[src/rtl/sap_core_pkg.sv]
// Shared definitions for the SAP core: opcode and sequencer state encodings,
// plus a decode helper used by the FSM.
package sap_core_pkg;

  typedef enum logic [3:0] {
    OP_NOP = 4'h0,
    OP_LDA = 4'h1,
    OP_ADD = 4'h2,
    OP_SUB = 4'h3,
    OP_STA = 4'h4,
    OP_LDI = 4'h5,
    OP_JMP = 4'h6,
    OP_JC  = 4'h7,
    OP_JZ  = 4'h8,
    OP_OUT = 4'hE,
    OP_HLT = 4'hF
  } opcode_t;

  typedef enum logic [2:0] {
    S_T0,
    S_T1,
    S_T2,
    S_T3,
    S_T4,
    S_HALT
  } state_t;

  // Instructions that need a second RAM access through MAR in T3.
  function automatic logic uses_mem(input opcode_t op);
    return (op == OP_LDA) || (op == OP_ADD) || (op == OP_SUB) || (op == OP_STA);
  endfunction

endpackage

[src/rtl/sap_core_alu.sv]
// Combinational adder/subtractor for the SAP accumulator path.
// Subtraction is A + ~B + 1, so carry=1 means "no borrow".
module sap_core_alu #(
  parameter int DATA_W = 8
) (
  input  logic [DATA_W-1:0] a_i,
  input  logic [DATA_W-1:0] b_i,
  input  logic              sub_i,
  output logic [DATA_W-1:0] sum_o,
  output logic              carry_o,
  output logic              zero_o
);

  logic [DATA_W-1:0] b_eff;
  logic [DATA_W:0]   full;

  assign b_eff   = sub_i ? ~b_i : b_i;
  assign full    = {1'b0, a_i} + {1'b0, b_eff} + {{DATA_W{1'b0}}, sub_i};
  assign sum_o   = full[DATA_W-1:0];
  assign carry_o = full[DATA_W];
  assign zero_o  = (full[DATA_W-1:0] == '0);

endmodule

[src/rtl/sap_core.sv]
// Hardwired-control SAP accumulator CPU: T0..T4 sequencer, inline RAM with an
// external load port, run/stall control and a strobed OUT register.
module sap_core
  import sap_core_pkg::*;
#(
  parameter int DATA_W = 8,
  parameter int ADDR_W = 4
) (
  input  logic              clk,
  input  logic              reset_n,
  input  logic              run,
  input  logic              load_en,
  input  logic [ADDR_W-1:0] load_addr,
  input  logic [DATA_W-1:0] load_data,
  output logic [DATA_W-1:0] out_value,
  output logic              out_valid,
  output logic              halted,
  output logic [ADDR_W-1:0] pc
);

  localparam int DEPTH = 1 << ADDR_W;

  state_t            state_q, state_d;
  logic [DATA_W-1:0] a_q, a_d, b_q, b_d, ir_q, ir_d, out_q, out_d;
  logic [ADDR_W-1:0] pc_q, pc_d, mar_q, mar_d;
  logic              carry_q, carry_d, zero_q, zero_d;
  logic              out_valid_q, out_valid_d, halted_q, halted_d;
  logic              core_we, load_ok;

  logic [DATA_W-1:0] ram_q [DEPTH];
  logic [DATA_W-1:0] ram_rd;

  opcode_t           opcode;
  logic [ADDR_W-1:0] opnd;
  logic [DATA_W-1:0] alu_sum;
  logic              alu_carry, alu_zero;

  assign ram_rd = ram_q[mar_q];
  assign opcode = opcode_t'(ir_q[DATA_W-1 -: 4]);
  assign opnd   = ir_q[ADDR_W-1:0];

  sap_core_alu #(.DATA_W(DATA_W)) u_alu (
    .a_i    (a_q),
    .b_i    (b_q),
    .sub_i  (opcode == OP_SUB),
    .sum_o  (alu_sum),
    .carry_o(alu_carry),
    .zero_o (alu_zero)
  );

  always_comb begin
    // NOTE: every _d gets its hold value first, so no path can infer a latch.
    state_d     = state_q;
    a_d         = a_q;
    b_d         = b_q;
    ir_d        = ir_q;
    out_d       = out_q;
    pc_d        = pc_q;
    mar_d       = mar_q;
    carry_d     = carry_q;
    zero_d      = zero_q;
    halted_d    = halted_q;
    out_valid_d = 1'b0;
    core_we     = 1'b0;

    if (run) begin
      case (state_q)
        S_T0: begin
          mar_d   = pc_q;
          state_d = S_T1;
        end
        S_T1: begin
          ir_d    = ram_rd;
          pc_d    = pc_q + ADDR_W'(1);
          state_d = S_T2;
        end
        S_T2: begin
          state_d = S_T0;
          if (uses_mem(opcode)) begin
            mar_d   = opnd;
            state_d = S_T3;
          end else begin
            case (opcode)
              OP_LDI: a_d = {{(DATA_W-ADDR_W){1'b0}}, opnd};
              OP_JMP: pc_d = opnd;
              OP_JC:  if (carry_q) pc_d = opnd;
              OP_JZ:  if (zero_q) pc_d = opnd;
              OP_OUT: begin
                out_d       = a_q;
                out_valid_d = 1'b1;
              end
              OP_HLT: begin
                halted_d = 1'b1;
                state_d  = S_HALT;
              end
              default: ;
            endcase
          end
        end
        S_T3: begin
          state_d = S_T0;
          case (opcode)
            OP_LDA: a_d = ram_rd;
            OP_ADD, OP_SUB: begin
              b_d     = ram_rd;
              state_d = S_T4;
            end
            OP_STA: core_we = 1'b1;
            default: ;
          endcase
        end
        S_T4: begin
          a_d     = alu_sum;
          carry_d = alu_carry;
          zero_d  = alu_zero;
          state_d = S_T0;
        end
        S_HALT: ;
        default: state_d = S_T0;
      endcase
    end
  end

  // NOTE: clocked blocks use <= only, so every register samples pre-edge values.
  always_ff @(posedge clk or negedge reset_n) begin
    if (!reset_n) begin
      state_q     <= S_T0;
      a_q         <= '0;
      b_q         <= '0;
      ir_q        <= '0;
      out_q       <= '0;
      pc_q        <= '0;
      mar_q       <= '0;
      carry_q     <= 1'b0;
      zero_q      <= 1'b0;
      out_valid_q <= 1'b0;
      halted_q    <= 1'b0;
    end else begin
      state_q     <= state_d;
      a_q         <= a_d;
      b_q         <= b_d;
      ir_q        <= ir_d;
      out_q       <= out_d;
      pc_q        <= pc_d;
      mar_q       <= mar_d;
      carry_q     <= carry_d;
      zero_q      <= zero_d;
      out_valid_q <= out_valid_d;
      halted_q    <= halted_d;
    end
  end

  // Loader and core never both write: the loader only wins while stalled or halted.
  assign load_ok = load_en && (!run || halted_q);

  // NOTE: RAM is intentionally not reset, so programs survive reset_n.
  always_ff @(posedge clk) begin
    if (load_ok) begin
      ram_q[load_addr] <= load_data;
    end else if (core_we) begin
      ram_q[mar_q] <= a_q;
    end
  end

  assign out_value = out_q;
  assign out_valid = out_valid_q;
  assign halted    = halted_q;
  assign pc        = pc_q;

endmodule

[config.mk]
export PLATFORM = sky130hd
export DESIGN_NAME = sap_core
export DESIGN_NICKNAME = d
export VERILOG_FILES = /design/src/rtl/sap_core_pkg.sv /design/src/rtl/sap_core_alu.sv /design/src/rtl/sap_core.sv
export SDC_FILE = /design/constraint.sdc
export NUM_CORES = 1
export LEC_CHECK = 0
export ABC_AREA = 1
export CORE_MARGIN = 10
export CORE_UTILIZATION = 55
export DETAILED_ROUTE_END_ITERATION = 7
export PLACE_DENSITY = 0.76
export SLEW_MARGIN = 20
export SYNTH_ARGS = -nofsm -noshare
export SYNTH_HDL_FRONTEND = slang
export SYNTH_SLANG_ARGS = --single-unit
[constraint.sdc]
create_clock -name clk -period 2.3 [get_ports clk]
set_input_delay 0.69 -clock clk [delete_from_list [all_inputs] [get_ports clk]]
set_output_delay 0.69 -clock clk [all_outputs]
set_load 0.03 [all_outputs]
# Word-level counts from Yosys, hierarchy flattened

Memories as Yosys holds them, arrays and structs flattened.
Index checks and enable logic that the tools add are counted.

Register bits: 47
RAM bits: 128
Bits of input ports: 16
Memories kept: 1

Add/subtract/negate cells: 3
Eq/ne operators: 22
Multiplexer cells: 31
Bitwise operators: 3
Reduce and logical (&&, ||, !) cells: 22

Memory list:

| name  | depth | bits a word | rd ports | clocked after memory_dff | wr ports | RTL line       | source |
|---|---|---|---|---|---|---|---|
| ram_q | 16    | 8           | 1        | 0                        | 1        | sap_core.sv:30 | `logic [DATA_W-1:0] ram_q [DEPTH];` |

Operators by type and width:

| cell                                                            | count |
|---|---|
| 8-bit two-way mux                                               | 5 |
| 8-bit case mux with 3 select lines                              | 1 |
| 4-bit two-way mux                                               | 5 |
| 4-bit by 3-bit == test with 1-bit output, second input constant | 4 |
| 4-bit case mux with 2 select lines                              | 2 |
| 3-bit case mux with 5 select lines                              | 1 |
| 1-bit two-way mux                                               | 13 |
| 4-bit == test, second input constant                            | 3 |
| 4-bit case mux with 3 select lines                              | 1 |
| 8-bit by 8-bit adder with 9-bit output                          | 1 |
| 9-bit by 1-bit adder with 9-bit output                          | 1 |
| 3-bit two-way mux                                               | 3 |
| 4-bit by 2-bit == test with 1-bit output, second input constant | 2 |
| 8-bit zero test                                                 | 1 |
| 8-bit inverter                                                  | 1 |
| 4-bit AND reduction                                             | 2 |
| 8-bit OR reduction                                              | 1 |
| 3-bit by 2-bit == test with 1-bit output, second input constant | 2 |
| 3-bit == test, second input constant                            | 2 |
| 2-bit != test, second input constant                            | 3 |
| 3-bit != test, second input constant                            | 2 |
| 2-bit AND reduction                                             | 3 |
| 3-bit AND reduction                                             | 2 |
| 6-bit AND reduction                                             | 1 |
| 14 further kinds                                                | 19 |

# Logic depth before layout (Yosys ltp)

Word-level depth: 9
Gate-level depth with buffers: 15
Mapped depth without buffers: 15

# By module

From an unflattened synthesis, not the netlist that was laid out.

Cells, all modules: 954
Area, all modules: 8529.4 µm²

By module, submodules not included:

| module       | instances | cells each | area each (µm²) | sequential area each (µm²) |
|---|---|---|---|---|
| sap_core     | 1         | 860        | 7977.7          | 5019.8 |
| sap_core_alu | 1         | 94         | 551.8           | 0.0 |

# Worst setup path after synthesis

No wires, ideal clock.

Kind: input port to flip-flop
Start: in run
End: mem ram_q[0][5], data pin
Library setup time: 0.330 ns
Data arrival time: 2.057 ns
Required time: 1.970 ns
Path slack: -0.087 ns
Stages on the path: 6
Path through: inv_2 -> o21ai_2 -> nand3_2 -> buf_6 -> clkbuf_1 -> o21ai_0

Word-level cells in the longest chain between the ends: 7
Elaborated cells between the ends (all ways): 9

RTL lines:

| element                                   | RTL line        | source |
|---|---|---|
| start: declaration                        | sap_core.sv:11  | `input logic run,` |
| 1-bit zero test                           | sap_core.sv:154 | `assign load_ok = load_en && (!run \|\| halted_q);` |
| 1-bit logical OR                          | sap_core.sv:154 |  |
| 1-bit logical AND                         | sap_core.sv:154 |  |
| 1-bit two-way mux *                       | sap_core.sv:158 | `if (load_ok) begin` |
| 1-bit two-way mux (not written as such) * | sap_core.sv:161 | `ram_q[mar_q] <= a_q;` |
| 8-bit OR reduction (no line) *            | n/a             |  |
| 8-bit two-way mux (no line) *             | n/a             |  |
| end: declaration                          | sap_core.sv:30  |  |

Mark *: on every way between the ends. The rest lies on a longest branch, timed or not.

# Worst setup path after layout

Start: reg ir_q[6]
End: reg carry_q

Word-level cells in the longest chain between the ends: 4

RTL lines:

| element                                    | RTL line           | source |
|---|---|---|
| start: declaration                         | sap_core.sv:24     | `logic [DATA_W-1:0] a_q, a_d, b_q, b_d, ir_q, ir_d, out_q, out_d;` |
| start signal: assignment                   | sap_core.sv:142    | `ir_q <= ir_d;` |
| 4-bit by 2-bit == test with 1-bit output * | sap_core.sv:45     | `.sub_i (opcode == OP_SUB),` |
| 8-bit two-way mux                          | sap_core_alu.sv:17 | `assign b_eff = sub_i ? ~b_i : b_i;` |
| 8-bit by 8-bit adder with 9-bit output     | sap_core_alu.sv:18 | `assign full = {1'b0, a_i} + {1'b0, b_eff} + {{DATA_W{1'b0}}, sub_i};` |
| 9-bit by 1-bit adder with 9-bit output *   | sap_core_alu.sv:18 |  |
| end signal: assignment                     | sap_core.sv:146    | `carry_q <= carry_d;` |
| end: declaration                           | sap_core.sv:26     | `logic carry_q, carry_d, zero_q, zero_d;` |

Marks and branches as above.
A chain may end at the register's enable or synchronous reset.

==> results.md <==
- Synth top area cells: edfxtp_1, dfrtp_1, nand2_1
- CTS buffer count: 17
- Register bit total from synthesis: 175
- Post-route cell area: 9930 µm²
- Syn_area_per_cell: 9.80 µm²
- Fmax: 434 MHz
- CTS sink cnt: 175
- I/O pins: 30
- Syn nets: 850
- Pre-CTS worst setup slack: -0.677 ns
- Max cap viols: 0
- Global-route wire length before repair: 31700 µm
- RSZ-0062 raised after global routing: yes
- Top_reg_cell synth: edfxtp_1
- Clk_lat worst skew: 0.44 ns
- Die Area: 20000 µm²
- Final period util: 1.00
- Final setup violating endpoints: 1
- Synth top cells by count: nand2_1, edfxtp_1, nor2_1, o21ai_0, inv_1
- Final WL: 20800 µm
- Hold Crit Class: input port to async pin
- Post-synth EDFFs: 128
- Post-route ant nets: 0
- # DRC: 0
- Cell area after placement: 9080 µm²
- NumNets Final: 938
- Clock root buffer: clkbuf_16
- Initial Util: 0.559
- Mapped Area: 8090 µm²
- Hold buffer count at CTS: 0
- Gpl congestion: 0.902
- Crit Path Class: flip-flop to flip-flop
- Layout area overhead: 22.7%
- Die Ht: 141 µm
- Worst-path cell chain: nor2_2 > nand2_2 > buf_6 > xor2_1 > ha_2 > nand2_1 > inv_1 > nand4_1 > nand3_2 > buf_4 > nand2_1 > nand2_1 > nand2_1 > a2bb2oi_1
- Max VDD drop: 0.00116 V
- Vias/cell: 5.75
- Critical path's largest stage delay: 0.41 ns
- Layout fillers: 998
- Die Span X: 141 µm
- Top cell type's share of synthesized area: 0.475
- Status: finished with violations
- Failing checks: setup timing
- Routed len/inst: 18.8 µm
- Initial antenna violation count: 0
- Total power: 13100 µW
- Max Transition Viols Final: 0
- R2r endpoint: carry_q
- Fraction of layout cells with a size suffix above 1: 0.163
- Synth area leader: edfxtp_1
- GRT Util Overall: 0.204
- Sequential area share after synthesis: 0.621
- CP arrival: 2.66 ns
- CP required: 2.65 ns
- Yosys cell types: 42
- Synth Instances: 825
- Buffers on Ports: 29
- Largest net degree at the start of global routing: 74
- Relative slew margins: 0.691
- Most used cell, CP: nand2_1
- PD cells: 1320 nW/µm²
- Setup Skew: 0.0132 ns
- TritonCTS clock tree: yes
- Initial DRC count: 907
- Crit path capture type: flip-flop
- Worst Reg-to-Reg Cells: 14
- Vias post-DR: 6382
- Final Hold Viols: 0
- Bufs on Longest Clock Path: 2
- Vias in the first global route: 5908
- Post-DP HPWL: 13100 µm
- Worst Tran Pin Value: 0.459 ns
- Pre-antenna DRT Iters: 6
- Reg2reg start: ir_q[6]
- Asr flop ratio synth: 0.269
- Final Worst Setup Slack: -0.00273 ns
- Core area: 14500 µm²
- Startpoint types: flip-flop
- Count leader, synth: nand2_1
- Worst R2R Setup Slack: -0.003 ns
- Ant. Diodes: 0
- CTS clk-pin slew, worst paths: 0.07 ns
- Post-route setup TNS: -0.00273 ns
- Ys Warns: 0
- Period minus WS final: 2.30 ns
- H-tree levels: 4
- Num rows: 44
- Grt ovf: 0
- Pleak: 0.00410 µW
- Worst-path fanout max: 6
- Worst path slowest cell: dfrtp_1
worst max-delay path by stage:
stage / startpoint / end / slack (ns) / cells past startpoint
4_1_cts: pc[1] / pc[1] / 0.004 / 1
3_3_place_gp: run / ram_q[11][2] / -0.64 / 8
3_5_place_dp: run / ram_q[11][7] / -0.68 / 8
6_report: ir_q[6] / carry_q / -0.003 / 14
2_1_floorplan: run / ram_q[0][5] / -0.09 / 6
5_1_grt: ir_q[6] / a_q[5] / -0.13 / 13
area by class of cell:
| cell class | count | area, µm² | area share |
|---|---|---|---|
| Clock buffer | 20 | 437 | 0.0440 |
| Tap cell | 184 | 230 | 0.0232 |
| Multi-Input combinational cell | 530 | 2750 | 0.277 |
| Inverter | 89 | 335 | 0.0338 |
| Timing Repair Buffer | 100 | 985 | 0.0992 |
| Clock inverter | 12 | 168 | 0.0169 |
| Sequential cell | 175 | 5020 | 0.506 |
report_power, final:
| part | internal, µW | switching (µW) | total [µW] |
|---|---|---|---|
| registers | 3820 | 304 | 4130 |
| clock network | 1800 | 1150 | 2950 |
| logic | 2170 | 3810 | 5980 |
cell usage in the layout, fill, tap and decap left out, types with 7 or more instances in the layout:
cell type          n
clkdlybuf4s50_1   26
nor2_1           111
nor2_2             8
buf_12            12
inv_1             80
nand2_1          159
nand3_1           57
o21ai_1            9
edfxtp_1         128
dfrtp_1           46
buf_4             55
o21ai_0           90
a21oi_1            8
nand2_2            7
clkbuf_16         17
o211ai_1          21
registers in the layout (all words and copies together) (netlist names):
signal / flops
ir_q: 8
pc: 4
a_q: 8
halted: 1
out_valid: 1
zero_q: 1
mar_q: 4
b_q: 8
ram_q: 128
out_value: 8
carry_q: 1
state_q: 3
metal layers:
layer / global-route usage / vias up / routed length [µm]
met3: 0.0481 / 47 / 2040
met4: 0.0859 / 0 / 512
met2: 0.307 / 377 / 9620
met1: 0.277 / 2995 / 8640
li1: - / 2963 / -
met5: 0 / - / 0
worst max-delay path: cells and delay by family (launching register included):
family / cells / cell delay, ns
buffers and inverters: 3 / 0.37
DFF: 1 / 0.41
AOI/OAI and AO/OA: 1 / 0.13
xor gates and xnor gates: 1 / 0.14
and+or+nand+nor: 8 / 0.79
adders and majority gates: 1 / 0.38
logic make-up (layout without fill, tap and decap cells):
| group | count (synthesis) | after routing | share of synthesized area |
|---|---|---|---|
| AO/OA/AOI/OAI | 152 | 152 | 0.109 |
| buffers and inverters | 120 | 221 | 0.0603 |
| flip-flops | 175 | 175 | 0.621 |
| adder cells (fa/ha/maj) | 9 | 9 | 0.0148 |
| XOR/XNOR | 9 | 9 | 0.00975 |
| AND/OR/NAND/NOR | 360 | 360 | 0.186 |
what timing repair did:
| item | in CTS | in global routing |
|---|---|---|
| gates cloned | 0 | 0 |
| resized for setup | 12 | 28 |
| pin swaps | 4 | 11 |
| setup buffers | 0 | 7 |
| endpoints found under the setup margin | 83 | 36 |
through the flow:
stage                     std cells  hold WS [ns]   util
final                          1110         0.218  0.686
after floorplan                 825         0.394      -
after global placement         1071         0.467  0.627
after global routing           1110         0.227  0.686
after CTS                      1103         0.230  0.672
after detailed placement       1071         0.477  0.627
Power figures use the tool's default switching activity.
